$ cat config.mk
export PLATFORM = sky130hd
export DESIGN_NAME = uart_rx_fifo
export DESIGN_NICKNAME = d
export VERILOG_FILES = /design/src/rtl/uart_rx_fifo_pkg.sv /design/src/rtl/sync_fifo.sv /design/src/rtl/uart_rx_fifo.sv
export SDC_FILE = /design/constraint.sdc
export NUM_CORES = 1
export LEC_CHECK = 0
export ABC_AREA = 1
export BUFFER_PORTS_ARGS = -buffer_cell sky130_fd_sc_hd__buf_4
export CORE_ASPECT_RATIO = 1.25
export CORE_UTILIZATION = 40
export DETAILED_ROUTE_END_ITERATION = 6
export PLACE_DENSITY_LB_ADDON = 0.25
export SLEW_MARGIN = 20
export SYNTH_ARGS = -nofsm -noshare
export SYNTH_HDL_FRONTEND = slang
export SYNTH_SLANG_ARGS = --single-unit
$ cat constraint.sdc
create_clock -name clk_core -period 3.25 [get_ports clk_core]
set_input_delay 0.325 -clock clk_core [delete_from_list [all_inputs] [get_ports clk_core]]
set_output_delay 0.325 -clock clk_core [all_outputs]
set_load 0.1 [all_outputs]
$ cat src/rtl/uart_rx_fifo_pkg.sv
// Shared definitions for the UART receive path: frame width and receiver FSM state encoding.
package uart_rx_fifo_pkg;

  localparam int UART_DATA_BITS = 8;

  typedef enum logic [1:0] {
    ST_IDLE  = 2'd0,
    ST_START = 2'd1,
    ST_DATA  = 2'd2,
    ST_STOP  = 2'd3
  } rx_state_e;

endpackage

$ cat src/rtl/sync_fifo.sv
// Show-ahead synchronous FIFO with natural-wrap pointers; shared by the RX path and the future TX path.
module sync_fifo #(
  parameter int WIDTH = 8,
  parameter int DEPTH = 4
) (
  input  logic             clk,
  input  logic             rst_n,
  input  logic             push_i,
  input  logic [WIDTH-1:0] data_i,
  input  logic             pop_i,
  output logic [WIDTH-1:0] head_o,
  output logic             full_o,
  output logic             empty_o,
  output logic             drop_o
);

  localparam int AW = $clog2(DEPTH);

  logic [WIDTH-1:0] mem_q [DEPTH];
  logic [AW:0]      wr_ptr_q, rd_ptr_q;
  logic             pop_acc, push_acc;

  assign empty_o  = (wr_ptr_q == rd_ptr_q);
  assign full_o   = (wr_ptr_q[AW] != rd_ptr_q[AW]) &&
                    (wr_ptr_q[AW-1:0] == rd_ptr_q[AW-1:0]);

  // A pop frees the head slot in the same cycle, so a full FIFO can still take a push.
  assign pop_acc  = pop_i && !empty_o;
  assign push_acc = push_i && (!full_o || pop_acc);
  assign drop_o   = push_i && !push_acc;

  assign head_o   = empty_o ? '0 : mem_q[rd_ptr_q[AW-1:0]];

  always_ff @(posedge clk or negedge rst_n) begin
    if (!rst_n) begin
      wr_ptr_q <= '0;
      rd_ptr_q <= '0;
    end else begin
      if (push_acc) wr_ptr_q <= wr_ptr_q + 1'b1;
      if (pop_acc)  rd_ptr_q <= rd_ptr_q + 1'b1;
    end
  end

  // NOTE: storage is deliberately not reset; the pointers define validity and head_o is
  // gated to zero while empty, so no stale entry is ever visible.
  always_ff @(posedge clk) begin
    if (push_acc) mem_q[wr_ptr_q[AW-1:0]] <= data_i;
  end

endmodule

$ cat src/rtl/uart_rx_fifo.sv
// 8N1 UART receiver with mid-bit sampling, feeding a small show-ahead FIFO with sticky error flags.
module uart_rx_fifo
  import uart_rx_fifo_pkg::*;
#(
  parameter int CLK_HZ = 48000000,
  parameter int BAUD   = 115200,
  parameter int DEPTH  = 4
) (
  input  logic       clk_core,
  input  logic       core_reset_n,
  input  logic       rx,
  output logic [7:0] rd_data,
  output logic       rd_valid,
  input  logic       rd_ready,
  output logic       frame_err,
  output logic       overrun,
  input  logic       err_clr
);

  localparam int DIV = CLK_HZ / BAUD;
  localparam int CW  = $clog2(DIV);

  localparam logic [CW-1:0] FULL_BIT = CW'(DIV - 1);
  localparam logic [CW-1:0] HALF_BIT = CW'(DIV / 2 - 1);
  localparam logic [2:0]    LAST_BIT = 3'(UART_DATA_BITS - 1);

  logic [1:0]                sync_q;
  logic                      rx_s;
  rx_state_e                 state_q;
  logic [CW-1:0]             cnt_q;
  logic [2:0]                bit_idx_q;
  logic [UART_DATA_BITS-1:0] shreg_q;
  logic                      frame_err_q, overrun_q;
  logic                      tick, stop_tick, push, drop, fifo_empty, fifo_full;

  // NOTE: sequential state always uses non-blocking assignment so every flop samples
  // the pre-edge value of its neighbours, which is what makes this a two-stage synchroniser.
  always_ff @(posedge clk_core or negedge core_reset_n) begin
    if (!core_reset_n) sync_q <= 2'b11;
    else               sync_q <= {sync_q[0], rx};
  end
  assign rx_s = sync_q[1];

  assign tick      = (state_q != ST_IDLE) && (cnt_q == '0);
  assign stop_tick = (state_q == ST_STOP) && tick;
  assign push      = stop_tick && rx_s;

  always_ff @(posedge clk_core or negedge core_reset_n) begin
    if (!core_reset_n) begin
      state_q     <= ST_IDLE;
      cnt_q       <= '0;
      bit_idx_q   <= '0;
      shreg_q     <= '0;
      frame_err_q <= 1'b0;
      overrun_q   <= 1'b0;
    end else begin
      if (state_q != ST_IDLE && !tick) cnt_q <= cnt_q - 1'b1;

      case (state_q)
        ST_IDLE: begin
          if (!rx_s) begin
            cnt_q   <= HALF_BIT;
            state_q <= ST_START;
          end
        end
        ST_START: begin
          if (tick) begin
            if (rx_s) begin
              state_q <= ST_IDLE;
            end else begin
              cnt_q     <= FULL_BIT;
              bit_idx_q <= '0;
              state_q   <= ST_DATA;
            end
          end
        end
        ST_DATA: begin
          if (tick) begin
            shreg_q   <= {rx_s, shreg_q[UART_DATA_BITS-1:1]};
            cnt_q     <= FULL_BIT;
            bit_idx_q <= bit_idx_q + 1'b1;
            if (bit_idx_q == LAST_BIT) state_q <= ST_STOP;
          end
        end
        ST_STOP: begin
          // Leaving at mid-stop keeps half a bit of margin to catch a back-to-back start edge.
          if (tick) state_q <= ST_IDLE;
        end
        default: state_q <= ST_IDLE;
      endcase

      if (stop_tick && !rx_s) frame_err_q <= 1'b1;
      else if (err_clr)       frame_err_q <= 1'b0;

      if (drop)         overrun_q <= 1'b1;
      else if (err_clr) overrun_q <= 1'b0;
    end
  end

  sync_fifo #(
    .WIDTH(UART_DATA_BITS),
    .DEPTH(DEPTH)
  ) u_fifo (
    .clk     (clk_core),
    .rst_n   (core_reset_n),
    .push_i  (push),
    .data_i  (shreg_q),
    .pop_i   (rd_ready),
    .head_o  (rd_data),
    .full_o  (fifo_full),
    .empty_o (fifo_empty),
    .drop_o  (drop)
  );

  assign rd_valid  = !fifo_empty;
  assign frame_err = frame_err_q;
  assign overrun   = overrun_q;

  logic unused_full;
  assign unused_full = fifo_full;

endmodule

Word level (Yosys, flattened, before mapping)
Memory sizes are Yosys's and may differ from the RTL's.
Cells that the tools add are included.
Word-level totals
  bits in registers: 32
  latch bits: 0
  RAM bits: 32
  memory bits (read-only): 0
  input port bits: 5
  output and inout port bits: 11
  word-level logic and storage cells: 74
  memories kept: 1
Operators by class
  $add $sub $neg: 4
  $mul: 0
  divide/modulo/power cells: 0
  $lt $le $gt $ge: 0
  equal/unequal tests: 13
  shifts and indexed selects: 0
  muxes and demuxes: 23
  bitwise logic cells: 0
  reductions and logical operators: 24
Memory list
  u_fifo.mem_q: words 4, width 8, read ports 1, clocked after memory_dff 0, write ports 1, line sync_fifo.sv:19  | logic [WIDTH-1:0] mem_q [DEPTH];
Operators by type and width (count)
  9-bit 2-to-1 mux: 5
  9-bit one-hot mux with 3 select lines: 1
  2-bit 2-to-1 mux: 6
  2-bit inequality test (second input constant): 6
  3-bit by 1-bit adder with 3-bit output (second input constant): 3
  1-bit logical AND: 9
  9-bit logical NOT: 1
  3-bit 2-to-1 mux: 3
  9-bit by 1-bit subtractor with 9-bit output (second input constant): 1
  8-bit 2-to-1 mux: 1
  2-bit one-hot mux with 4 select lines: 1
  2-bit nonzero test: 4
  3-bit one-hot mux with 2 select lines: 1
  1-bit logical NOT: 5
  1-bit 2-to-1 mux: 5
  5-bit AND reduction: 1
  2-bit == test (second input constant): 2
  4-bit AND reduction: 1
  3-bit == test: 1
  3-bit == test (second input constant): 1
  2-bit by 1-bit == test with 1-bit output (second input constant): 1
  2-bit == test: 1
  2-bit logical NOT: 1
  2-bit AND reduction: 1
  2 further kinds: 2

Longest topological paths before layout
  depth after elaboration: 8
  mapped depth: 11
  gate-level depth less buffers: 11

By module
A second synthesis with hierarchy kept.
Unflattened totals
  cell total of the unflattened synthesis: 318
  area, all modules: 3201.8 um2
By module, submodules not included
  sync_fifo: times used 1, cells an instance 164, area an instance 1781.7 um2, sequential area each 1111.1 um2
  uart_rx_fifo: times used 1, cells an instance 154, area an instance 1420.1 um2, sequential area each 653.1 um2

Worst setup path before layout
OpenSTA, ideal clock, no wires.
  path kind: flip-flop to output port
  start: register u_fifo.rd_ptr_q[1]
  end: output port rd_data[0]
  arrival: 1998 ps
  required time: 2925 ps
  path slack: 927 ps
  stages on the path, launching flop included: 8
  buffers on the path: 2
  cell sequence: dfrtp_1 buf_2 xor2_1 nor2_1 nand2_1 buf_2 nand2_1 inv_1
Between the ends
  word-level cells in the longest chain between the ends: 2
  elaborated cells on any way between the ends: 3
  those cells by class: eq/ne: 1; mux: 1; memory: 1
RTL lines
  start, declared: line sync_fifo.sv:20  | logic [AW:0] wr_ptr_q, rd_ptr_q;
  start signal, assigned: line sync_fifo.sv:40  | if (pop_acc) rd_ptr_q <= rd_ptr_q + 1'b1;
  memory read 4 x 8 bit / 3-bit == test (equally long branches)
  8-bit 2-to-1 mux (*): line sync_fifo.sv:32  | assign head_o = empty_o ? '0 : mem_q[rd_ptr_q[AW-1:0]];
  end, declared: line uart_rx_fifo.sv:12  | output logic [7:0] rd_data,
Every way passes the cells marked *; elsewhere a longest branch is shown, timed or not.

Worst setup path after layout
  start: register u_fifo.rd_ptr_q[0]
  end: output port rd_data[5]
The elaborated chain is that of the path after synthesis.

==> flow_summary_export.csv <==
group,metric,value,unit
cts,cts.htree.levels,3,
global_routing,grt_pass1_wl,9.218,mm
yosys,yosys_register_bits,64,
yosys,sequential_fraction_of_the_synthesis_area,57.76,%
critical_path,cp-end-kind,"output pin",
routing,remaining_drc_errors,0,
power,p_sw_share,44.50,%
placed_design,buffer_ports.inserted,15,
sta,rsz0062_at_grt,"false",
yosys,yosys.cell_types.count,34,
routing,routed-via-count,2029,
floorplanning,fp.dieArea,0.007991,mm²
floorplanning,die_span_in_x,80.16,µm
critical_path,timing.critical_path.arrival,2380,ps
global_routing,grt-ovfl-total,0,
sta,layout_worst_path_cycle_share,83.36,%
sta,finalHoldViolations,0,
cts,clkSinkCount,64,
routing,drt-wirelength-per-cell,12.68,µm
yosys,ys.warnings.count,0,
yosys,avgSynthCellArea,9.916,µm²
routing,drt-initial-drc-count,115,
finish,total_area_of_multi_input_combinational_cells,0.001089,mm²
floorplanning,placementRows,35,
critical_path,critical_path_class,"flip-flop to output pin",
power,total_leakage_power,1.685,nW
floorplanning,initial_core_util,41.27,%
yosys,synthDominantAreaCellType,"edfxtp_1",
yosys,syn-cell-area,0.003054,mm²
power,power.sequential.fraction,35.9,%
sta,final_max_slew_viol_count,0,
routing,first_pass_iters,4,
placed_design,hpwl,3.702,mm
cts,cts_max_path_buffers,2,
finish,antenna_cells,0,
finish,layout-drive-gt1-share,18.67,%
power,p_sw,0.001162,W
sta,final.setup_skew,9.861,ps
global_routing,grt_pass1_vias,1964,
yosys,yosys-top-cells-area,"edfxtp_1 31%, dfrtp_1 25%, nand2_1 8.2%",
job,timing.max_cap.violations,0,
finish,register_area,0.001764,mm²
finish,flow.area_growth_from_synthesis,12.74,%
critical_path,worst_ep_required_time,2920,ps
sta,setup-tns-final,0,ps
sta,finalCriticalPeriod,2709,ps
routing,routed_via_density,4.785,
global_routing,grt_util_all_layers,15.55,%
cts,clock_network_latency_to_the_later_pin_of_the_worst_skew_pair,350,ps
power,ir_worst_vdd,0.0005106,V
cts,clock_tree.root_cell,"clkbuf_8",
sta,clock.fmax,369.1,MHz
cts,numCtsBuffers,9,
global_routing,maximum_number_of_pins_on_one_net_before_global_route_repair,33,
power,power-per-cell-area,758.5,mW/mm²
placed_design,gpl.final_weighted_congestion,0.8102,
floorplanning,area_of_the_placeable_core,0.007401,mm²
sta,worst_slew_pin_slew,766.7,ps
sta,holdWs,84.23,ps
cts,clk_pin_slew,80,ps
floorplanning,die_y,99.70,µm
global_routing,number_of_antenna_violations_at_the_first_check_in_global_routing,0,
cts,cts_repair_resize_count,0,
outcome,run_status,"finished clean",
routing,routed_wl,5.375,mm
yosys,syn_inst,308,
sta,max-slew-margin-rel,48.70,%
finish,final.fill_count,710,
cts,tritoncts,"done",
power,power.combinational.fraction,37.3,%
yosys,synth.net_count,322,
finish,nets,341,
floorplanning,ios,16,
critical_path,reg2reg_slack,920,ps
power,p_clk_share,26.7,%
hold_path,hold_path.class,"input pin to flip-flop",
critical_path,start_kind,"flip-flop",
routing,antenna_left,0,
power,power_report.internal_total,0.001450,W
critical_path,critical_path_fanouts_max,19,
sta,finalSetupViolCount,0,
yosys,netlist.area_leader.share,31.46,%
per-layer routing:
metal / global-route usage (%) / vias up / routed length (µm)
li1: - / 1048 / -
met1: 17.86 / 947 / 2443
met2: 26.56 / 23 / 2698
met3: 4.495 / 11 / 107
met4: 7.005 / 0 / 126
met5: 0 / - / 0
cell usage after synthesis, drive strengths merged:
cell and n:
nand4 3, xor2 7, nand3b 1, a21oi 5
nand2 73, nor2 49, nand3 18, edfxtp 32
o211ai 2, o21ai 19, ha 9, o32ai 8
clkbuf 1, xnor2 2, or2 1, inv 37
dfstp 2, buf 7, o22ai 1, dfrtp 30
clkinv 1
power by group through the flow:
stage               clock [W]  combinational, W  sequential (W)
finish               0.000698          0.000975        0.000939
global route         0.000753           0.00104        0.000949
CTS                  0.000714          0.000984        0.000940
detailed placement          0          0.000981        0.000958
global placement            0          0.000970        0.000954
floorplan                   0          0.000874        0.000893
area by class of cell:
cell class | instances | share of cell area (%)
Sequential cell | 64 | 51.24
Multi-Input combinational cell | 198 | 31.61
Inverter | 38 | 4.288
Clock buffer | 9 | 3.597
Timing Repair Buffer | 16 | 3.561
Tap cell | 92 | 3.343
Clock inverter | 7 | 2.362
cells in the final DEF, fill, tap and decap left out, drive strengths merged, types with 5 or more instances in the layout:
master and instances:
edfxtp 32, buf 15, nor2 49, o32ai 8, nand2 73, xor2 7, clkbuf 9, a21oi 5
nand3 18, ha 9, o21ai 19, dfrtp 30, inv 38
state kept, by name, summed over array words and instances, names as in the netlist, named ones only:
signal and count:
state_q 1, bit_idx_q 3, frame_err 1, u_fifo.wr_ptr_q 3, overrun 1, cnt_q 9, u_fifo.mem_q 32, u_fifo.rd_ptr_q 3
shreg_q 8, sync_q 2
metrics by stage:
stage          cells  cell area, µm²  util (%)  total power, W  worst slack [ps]
2_1_floorplan    308            3054         -        0.001767             926.8
3_3_place_gp     407            3228     43.62        0.001923             954.4
3_5_place_dp     407            3228     43.62        0.001939             890.2
4_1_cts          424            3443     46.53        0.002638             508.3
5_1_grt          424            3443     46.53        0.002745             293.2
6_report         424            3443     46.53        0.002612             540.7
kinds of logic after synthesis:
logic type	Yosys count	synth area share (%)
adder cells (fa/ha/maj)	9	3.687
buffers and inverters	46	6.596
flip-flops	64	57.76
AND/OR/NAND/NOR	145	21.30
XOR/XNOR	9	2.581
AO/OA/AOI/OAI	35	8.070
critical path, stage by stage (launching register included):
cell and delay, ps:
dfrtp_1 740, clkinv_1 590, nor2_1 230, o32ai_1 120, nand2_1 80, inv_1 40, buf_4 220
path summary, 6_finish.rpt:
kind,from,end,depth (start not counted)
worst max-delay path,u_fifo.rd_ptr_q[0]$_DFFE_PN0P_,rd_data[5],6
worst min-delay path,rx,sync_q[0]$_DFF_PN1_,1
worst max register to register,cnt_q[0]$_DFF_PN0_,u_fifo.mem_q[2][3]$_DFFE_PP_,8
worst min register to register,sync_q[0]$_DFF_PN1_,sync_q[1]$_DFF_PN1_,0
max in group asynchronous,core_reset_n,sync_q[1]$_DFF_PN1_,2
min in group asynchronous,core_reset_n,bit_idx_q[0]$_DFFE_PN0P_,2
repair_timing:
action | in CTS | in global routing
hold endpoints to repair | 30 | 0
setup buffers | 0 | 0
hold buffers | 1 | 0
Power figures use the tool's default switching activity.
